<file path="config.mk">
export PLATFORM = sky130hd
export DESIGN_NAME = issue_ctrl
export DESIGN_NICKNAME = d
export VERILOG_FILES = /design/src/rtl/tomasulo_pkg.sv /design/src/rtl/reg_status.sv /design/src/rtl/issue_ctrl.sv
export SDC_FILE = /design/constraint.sdc
export NUM_CORES = 1
export LEC_CHECK = 0
export BUFFER_PORTS_ARGS = -buffer_cell sky130_fd_sc_hd__buf_2
export CAP_MARGIN = 10
export CORE_MARGIN = 5
export CORE_UTILIZATION = 40
export CTS_BUF_LIST = sky130_fd_sc_hd__clkbuf_8
export CTS_CLUSTER_DIAMETER = 80
export DETAILED_ROUTE_END_ITERATION = 10
export SYNTH_ARGS = -nofsm -noshare
export SYNTH_HDL_FRONTEND = slang
export SYNTH_SLANG_ARGS = --single-unit
</file>
<file path="constraint.sdc">
create_clock -name Clock -period 3.5 [get_ports Clock]
set_input_delay 0.175 -clock Clock [delete_from_list [all_inputs] [get_ports Clock]]
set_output_delay 0.175 -clock Clock [all_outputs]
set_load 0.01 [all_outputs]
</file>
<file path="src/rtl/tomasulo_pkg.sv">
// Shared Tomasulo encodings: instruction fields, functs, tags
// and the issue bundle used by issue, reservation stations and CDB.
package tomasulo_pkg;

  localparam int INSTR_W = 16;
  localparam int TAG_W   = 3;
  localparam int REG_W   = 3;

  localparam int OPC_HI = 15;
  localparam int OPC_LO = 13;
  localparam int RD_HI  = 12;
  localparam int RD_LO  = 10;
  localparam int RS_HI  = 9;
  localparam int RS_LO  = 7;
  localparam int RT_HI  = 6;
  localparam int RT_LO  = 4;
  localparam int FN_HI  = 3;
  localparam int FN_LO  = 0;

  localparam logic [2:0] OPC_ALU = 3'b000;
  localparam logic [3:0] FN_ADD  = 4'b0000;
  localparam logic [3:0] FN_SUB  = 4'b0001;
  localparam logic [3:0] FN_MUL  = 4'b0100;

  localparam logic [TAG_W-1:0] TAG_READY = 3'd0;

  typedef enum logic [1:0] {
    OP_ADD = 2'd0,
    OP_SUB = 2'd1,
    OP_MUL = 2'd2
  } op_e;

  typedef struct packed {
    logic             legal;
    logic             unit;
    op_e              op;
    logic [REG_W-1:0] rd;
    logic [REG_W-1:0] rs;
    logic [REG_W-1:0] rt;
  } dec_t;

  typedef struct packed {
    logic             unit;
    op_e              op;
    logic [TAG_W-1:0] tag;
    logic [REG_W-1:0] rd;
    logic [REG_W-1:0] rs;
    logic [REG_W-1:0] rt;
    logic [TAG_W-1:0] qj;
    logic [TAG_W-1:0] qk;
  } issue_t;

  function automatic dec_t decode(input logic [INSTR_W-1:0] w);
    dec_t       d;
    logic       ok;
    logic [3:0] fn;
    ok      = (w[OPC_HI:OPC_LO] == OPC_ALU);
    fn      = w[FN_HI:FN_LO];
    d.rd    = w[RD_HI:RD_LO];
    d.rs    = w[RS_HI:RS_LO];
    d.rt    = w[RT_HI:RT_LO];
    d.legal = 1'b0;
    d.unit  = 1'b0;
    d.op    = OP_ADD;
    unique case (1'b1)
      ok && fn == FN_ADD: begin
        d.legal = 1'b1;
      end
      ok && fn == FN_SUB: begin
        d.legal = 1'b1;
        d.op    = OP_SUB;
      end
      ok && fn == FN_MUL: begin
        d.legal = 1'b1;
        d.unit  = 1'b1;
        d.op    = OP_MUL;
      end
      default: ;
    endcase
    return d;
  endfunction

endpackage

</file>
<file path="src/rtl/reg_status.sv">
// Register tag table: which station will produce each register.
// One issue write port, CDB clear, two combinational reads.
module reg_status
  import tomasulo_pkg::*;
#(
  parameter int NREG = 8
) (
  input  logic             clk,
  input  logic             rst_n,
  input  logic             we,
  input  logic [REG_W-1:0] waddr,
  input  logic [TAG_W-1:0] wtag,
  input  logic             clr_en,
  input  logic [TAG_W-1:0] clr_tag,
  input  logic [REG_W-1:0] raddr_a,
  input  logic [REG_W-1:0] raddr_b,
  output logic [TAG_W-1:0] rtag_a,
  output logic [TAG_W-1:0] rtag_b
);

  logic [TAG_W-1:0] tag_q [NREG];
  logic [TAG_W-1:0] tag_d [NREG];

  // issue write is applied last so it beats a same-cycle clear
  always_comb begin
    for (int r = 0; r < NREG; r++) begin
      tag_d[r] = tag_q[r];
      if (clr_en && tag_q[r] == clr_tag) tag_d[r] = TAG_READY;
      if (we && waddr == REG_W'(r)) tag_d[r] = wtag;
    end
  end

  always_ff @(posedge clk or negedge rst_n) begin
    if (!rst_n) begin
      for (int r = 0; r < NREG; r++) tag_q[r] <= TAG_READY;
    end else begin
      for (int r = 0; r < NREG; r++) tag_q[r] <= tag_d[r];
    end
  end

  assign rtag_a = tag_q[raddr_a];
  assign rtag_b = tag_q[raddr_b];

endmodule

</file>
<file path="src/rtl/issue_ctrl.sv">
// Tomasulo issue stage: one-entry holding register, station
// allocation, register renaming and registered issue bundle.
module issue_ctrl
  import tomasulo_pkg::*;
#(
  parameter int ADD_RS = 3,
  parameter int MUL_RS = 2,
  parameter int NREG   = 8
) (
  input  logic               Clock,
  input  logic               Reset,
  input  logic               instrValid,
  input  logic [INSTR_W-1:0] instrIn,
  output logic               disponivel,
  input  logic               cdbValid,
  input  logic [TAG_W-1:0]   cdbTag,
  output logic               issueValid,
  output logic               issueUnit,
  output logic [1:0]         issueOp,
  output logic [TAG_W-1:0]   issueTag,
  output logic [REG_W-1:0]   issueRd,
  output logic [REG_W-1:0]   issueRs,
  output logic [REG_W-1:0]   issueRt,
  output logic [TAG_W-1:0]   issueQj,
  output logic [TAG_W-1:0]   issueQk,
  output logic               illegalOp
);

  localparam int NRS = ADD_RS + MUL_RS;

  typedef enum logic {EMPTY, HELD} state_e;

  state_e             state_q, state_d;
  logic [INSTR_W-1:0] instr_q, instr_d;
  logic [NRS-1:0]     busy_q, busy_d;
  issue_t             iss_q, iss_d;
  logic               valid_q, valid_d;
  logic               ill_q, ill_d;

  dec_t             dec;
  logic             found;
  logic             issue_go;
  logic             drop;
  logic             accept;
  logic             cdb_hit;
  logic [TAG_W-1:0] alloc_tag;
  logic [TAG_W-1:0] qj_raw, qk_raw;
  logic [TAG_W-1:0] qj, qk;

  assign dec     = decode(instr_q);
  assign cdb_hit = cdbValid && cdbTag != TAG_READY
                && int'(cdbTag) <= NRS;

  // stations 0..ADD_RS-1 are adders, the rest multipliers
  always_comb begin
    found     = 1'b0;
    alloc_tag = TAG_READY;
    for (int i = 0; i < NRS; i++) begin
      if (!found && !busy_q[i]
          && ((i >= ADD_RS) == dec.unit)) begin
        found     = 1'b1;
        alloc_tag = TAG_W'(i + 1);
      end
    end
  end

  assign issue_go   = state_q == HELD && dec.legal && found;
  assign drop       = state_q == HELD && !dec.legal;
  assign disponivel = state_q == EMPTY || issue_go;
  assign accept     = instrValid && disponivel;

  always_comb begin
    state_d = state_q;
    instr_d = instr_q;
    unique case (state_q)
      EMPTY: if (accept) state_d = HELD;
      HELD: begin
        if (issue_go || drop) state_d = accept ? HELD : EMPTY;
      end
    endcase
    if (accept) instr_d = instrIn;
  end

  // a station freed by the CDB is seen free only next cycle
  always_comb begin
    busy_d = busy_q;
    for (int i = 0; i < NRS; i++) begin
      if (cdb_hit && cdbTag == TAG_W'(i + 1)) busy_d[i] = 1'b0;
      if (issue_go && alloc_tag == TAG_W'(i + 1)) busy_d[i] = 1'b1;
    end
  end

  reg_status #(
    .NREG(NREG)
  ) u_reg_status (
    .clk    (Clock),
    .rst_n  (Reset),
    .we     (issue_go),
    .waddr  (dec.rd),
    .wtag   (alloc_tag),
    .clr_en (cdb_hit),
    .clr_tag(cdbTag),
    .raddr_a(dec.rs),
    .raddr_b(dec.rt),
    .rtag_a (qj_raw),
    .rtag_b (qk_raw)
  );

  assign qj = (cdb_hit && qj_raw == cdbTag) ? TAG_READY : qj_raw;
  assign qk = (cdb_hit && qk_raw == cdbTag) ? TAG_READY : qk_raw;

  always_comb begin
    iss_d   = iss_q;
    valid_d = issue_go;
    ill_d   = drop;
    if (issue_go) begin
      iss_d.unit = dec.unit;
      iss_d.op   = dec.op;
      iss_d.tag  = alloc_tag;
      iss_d.rd   = dec.rd;
      iss_d.rs   = dec.rs;
      iss_d.rt   = dec.rt;
      iss_d.qj   = qj;
      iss_d.qk   = qk;
    end
  end

  always_ff @(posedge Clock or negedge Reset) begin
    if (!Reset) begin
      state_q <= EMPTY;
      instr_q <= '0;
      busy_q  <= '0;
      iss_q   <= '0;
      valid_q <= 1'b0;
      ill_q   <= 1'b0;
    end else begin
      state_q <= state_d;
      instr_q <= instr_d;
      busy_q  <= busy_d;
      iss_q   <= iss_d;
      valid_q <= valid_d;
      ill_q   <= ill_d;
    end
  end

  assign issueValid = valid_q;
  assign illegalOp  = ill_q;
  assign issueUnit  = iss_q.unit;
  assign issueOp    = iss_q.op;
  assign issueTag   = iss_q.tag;
  assign issueRd    = iss_q.rd;
  assign issueRs    = iss_q.rs;
  assign issueRt    = iss_q.rt;
  assign issueQj    = iss_q.qj;
  assign issueQk    = iss_q.qk;

endmodule

</file>
==> results.toml <==
[global_route]
grt_overflow_total = 0
grt_antenna_before_repair = 0
grt_max_degree = 69
grt_pass1_wl_um = 14950
grt_pass1_vias = 2794
track_usage_pct = 16.87

[timing]
maxSlewViolCount = 0
slew_headroom_pct = 43.21
setup_viol = 0
post-route-min-period_ps = 2516
worstMarginPinSlew_ps = 851.8
final.setup.worst_slack_ps = 983.9
hold_viol_final = 0
fin_crit_sh_pct = 71.89
rsz0062_at_grt = "no"
clock-skew-final_ps = 9.785
whs_ps = 23.07
fmax_mhz = 397.4
fin_tns_setup_ps = 0

[cells_and_area]
fillers = 850
instances_no_fill = 490
stdcell_area_um2 = 4205
final_nets = 397
drive_above_1_share_pct = 26.91
antennaDiodeCount = 0
seq_area_um2 = 1702
area_delta_synth_final_pct = 12.90
multiInputGateArea_um2 = 1899
final_util_pct = 45.95

[worst_setup_path]
r2r_cells = 7
crit_path_end_kind = "flip-flop"
worstSetupStartpoint = "instr_q[3]"
worstSetupPathType = "reg2reg"
required_ps = 3730
r2r_end = "u_reg_status.tag_q[20]"
start_kind = "flip-flop"
worstPathMaxFanout = 30
r2r_start = "instr_q[3]"
arrival_ps = 2750
r2r_slack_ps = 980

[drt]
viasPerCell = 5.582
vias = 2735
wirelength_um = 9031
firstDrtPassIters = 4
drt_iter0_markers = 203
post-route-drc-count = 0
ant_nets = 0
wl_per_cell_um = 18.43

[floorplan]
initial_core_util_pct = 40.70
die_w_um = 106.5
pin_count = 47
dieArea_um2 = 11340
num_rows = 35
die_h_um = 106.5
coreArea_um2 = 9153

[place]
place.gp.congestion = 0.7909
dp.cells = 474
numPortBuffers = 46
place_area_um2 = 4005
pre_cts_ws_ps = 1019
dpl.hpwl_um = 6342

[power_and_ir_drop]
p_sw_share_pct = 34.77
p_total_mw = 2.472
switching_power_mw = 0.8595
leakagePower_nw = 2.026
p_clk_share_pct = 26.6
p_comb_share_pct = 25.7
p_int_mw = 1.612
power_frac_seq_pct = 47.7
power_density_nw_per_um2 = 587.7
vdd_ir_drop_max_mv = 0.1935

[synth]
synth-edff-count = 0
synth.avg_cell_area_um2 = 11.09
synth_top_area_share_pct = 45.68
yosysSeqAreaShare_pct = 45.68
synth.area.top_cells = "dfrtp_1, mux2i_1, xor2_1, nand2_1, mux4_2"
syn_area_um2 = 3725
synth_top_cell_by_area = "dfrtp_1"
yosys_most_used_dff = "dfrtp_1"
syn_inst = 336
synthesis.nets = 359
yosysWarnings = 0
yosysUniqueCellTypes = 46
synth-seq-cells = 68
synthArstFlopShare_pct = 100.0

[clock_tree]
cts_resized = 0
ctsLongestPathBuffers = 2
h-tree-depth = 3
clock_latency_ps = 350
clock_sinks = 68
tritoncts = "built"
cts_hold_buf = 0
cts.root.buffer_cell = "clkbuf_8"
clk_transition_reported_paths_ps = 80
post-cts-setup-buffers = 0
cts_buffers = 9

[outcome]
status = "complete, no violations"

[min_path]
hold_path.class = "in2async"

[run]
drv_cap = 0
==> cell type report <==
cell class,instances,area share [%]
Clock buffer,9,2.946
Clock inverter,7,1.815
Inverter,3,0.2975
Multi-Input combinational cell,243,45.17
Sequential cell,68,40.46
Tap cell,111,3.303
Timing Repair Buffer,49,6.010
==> state kept, by name (all words and copies together), names as in the netlist <==
name / count
illegalOp: 1
issueRt: 3
issueQk: 3
issueOp: 1
instr_q: 16
issueRd: 3
issueRs: 3
state_q: 1
issueQj: 3
busy_q: 5
issueValid: 1
issueTag: 3
u_reg_status.tag_q: 24
issueUnit: 1
==> cell usage after synthesis (3+ instances only) <==
| cell type | instances |
|---|---|
| dfrtp_1 | 68 |
| nand2_1 | 54 |
| xor2_1 | 24 |
| mux2i_1 | 21 |
| a22o_1 | 17 |
| nor2_1 | 12 |
| a21oi_1 | 10 |
| clkbuf_1 | 9 |
| mux2_4 | 9 |
| mux2_2 | 8 |
| mux4_2 | 8 |
| nand2b_1 | 8 |
| nor4_1 | 8 |
| nand3_1 | 7 |
| o21ai_0 | 7 |
| buf_2 | 5 |
| a211oi_1 | 4 |
| buf_1 | 4 |
| nand3b_1 | 4 |
| nor2b_1 | 4 |
| xnor2_1 | 4 |
| a41oi_1 | 3 |
| and3_1 | 3 |
| nor3b_1 | 3 |
==> power groups by stage <==
stage	Clock (mW)	Sequential, mW	Combinational, mW
3_5_place_dp	0	1.19	0.643
4_1_cts	0.668	1.18	0.644
6_report	0.658	1.18	0.634
3_3_place_gp	0	1.19	0.630
2_1_floorplan	0	1.13	0.452
5_1_grt	0.698	1.21	0.704
==> critical path, stage by stage (launching register included) <==
cell and delay [ps]:
dfrtp_1 380, or4_4 580, nor3_4 310, nand2_4 210, clkinv_2 180, buf_4 320, a21oi_1 140, a22o_1 260
==> logic make-up (layout without fill, tap and decap cells) <==
family / Yosys count / after routing / share of synthesized area, %
AOI/OAI and AO/OA: 55 / 55 / 12.09
xor gates and xnor gates: 28 / 28 / 6.584
buffers and inverters: 25 / 68 / 3.325
DFF: 68 / 68 / 45.68
muxes: 46 / 46 / 16.53
and+or+nand+nor: 114 / 114 / 15.79
==> per-layer routing <==
metal | up-vias | GRT usage, % | part of all wire [%]
li1 | 1287 | - | -
met1 | 1354 | 23.36 | 44
met2 | 79 | 25.52 | 49
met3 | 15 | 4.250 | 5.0
met4 | 0 | 6.393 | 2.3
met5 | - | 0 | 0
==> how the worst max path moves through the flow <==
stage | slack (ps) | to | cells past startpoint
2_1_floorplan | 1470 | instr_q[10] | 7
3_3_place_gp | 1120 | u_reg_status.tag_q[11] | 7
3_5_place_dp | 1020 | u_reg_status.tag_q[14] | 7
4_1_cts | 980 | u_reg_status.tag_q[20] | 7
5_1_grt | 760 | u_reg_status.tag_q[20] | 7
6_report | 980 | u_reg_status.tag_q[20] | 7
==> cells in the final DEF, fill, tap and decap left out, types with 3 or more instances in the layout <==
| cell type | count |
|---|---|
| xor2_1 | 24 |
| nor2b_1 | 4 |
| a21oi_1 | 10 |
| mux2_4 | 9 |
| nor3b_1 | 3 |
| nor2_1 | 12 |
| a211oi_1 | 4 |
| and3_1 | 3 |
| nand2_1 | 54 |
| a22o_1 | 17 |
| buf_2 | 46 |
| dfrtp_1 | 68 |
| mux4_2 | 8 |
| o21ai_0 | 7 |
| nand3b_1 | 4 |
| buf_4 | 3 |
| a41oi_1 | 3 |
| xnor2_1 | 4 |
| nand3_1 | 7 |
| nor4_1 | 8 |
| nand2b_1 | 8 |
| clkbuf_8 | 9 |
| mux2i_1 | 21 |
| mux2_2 | 8 |
(Power assumes the default switching activity.)
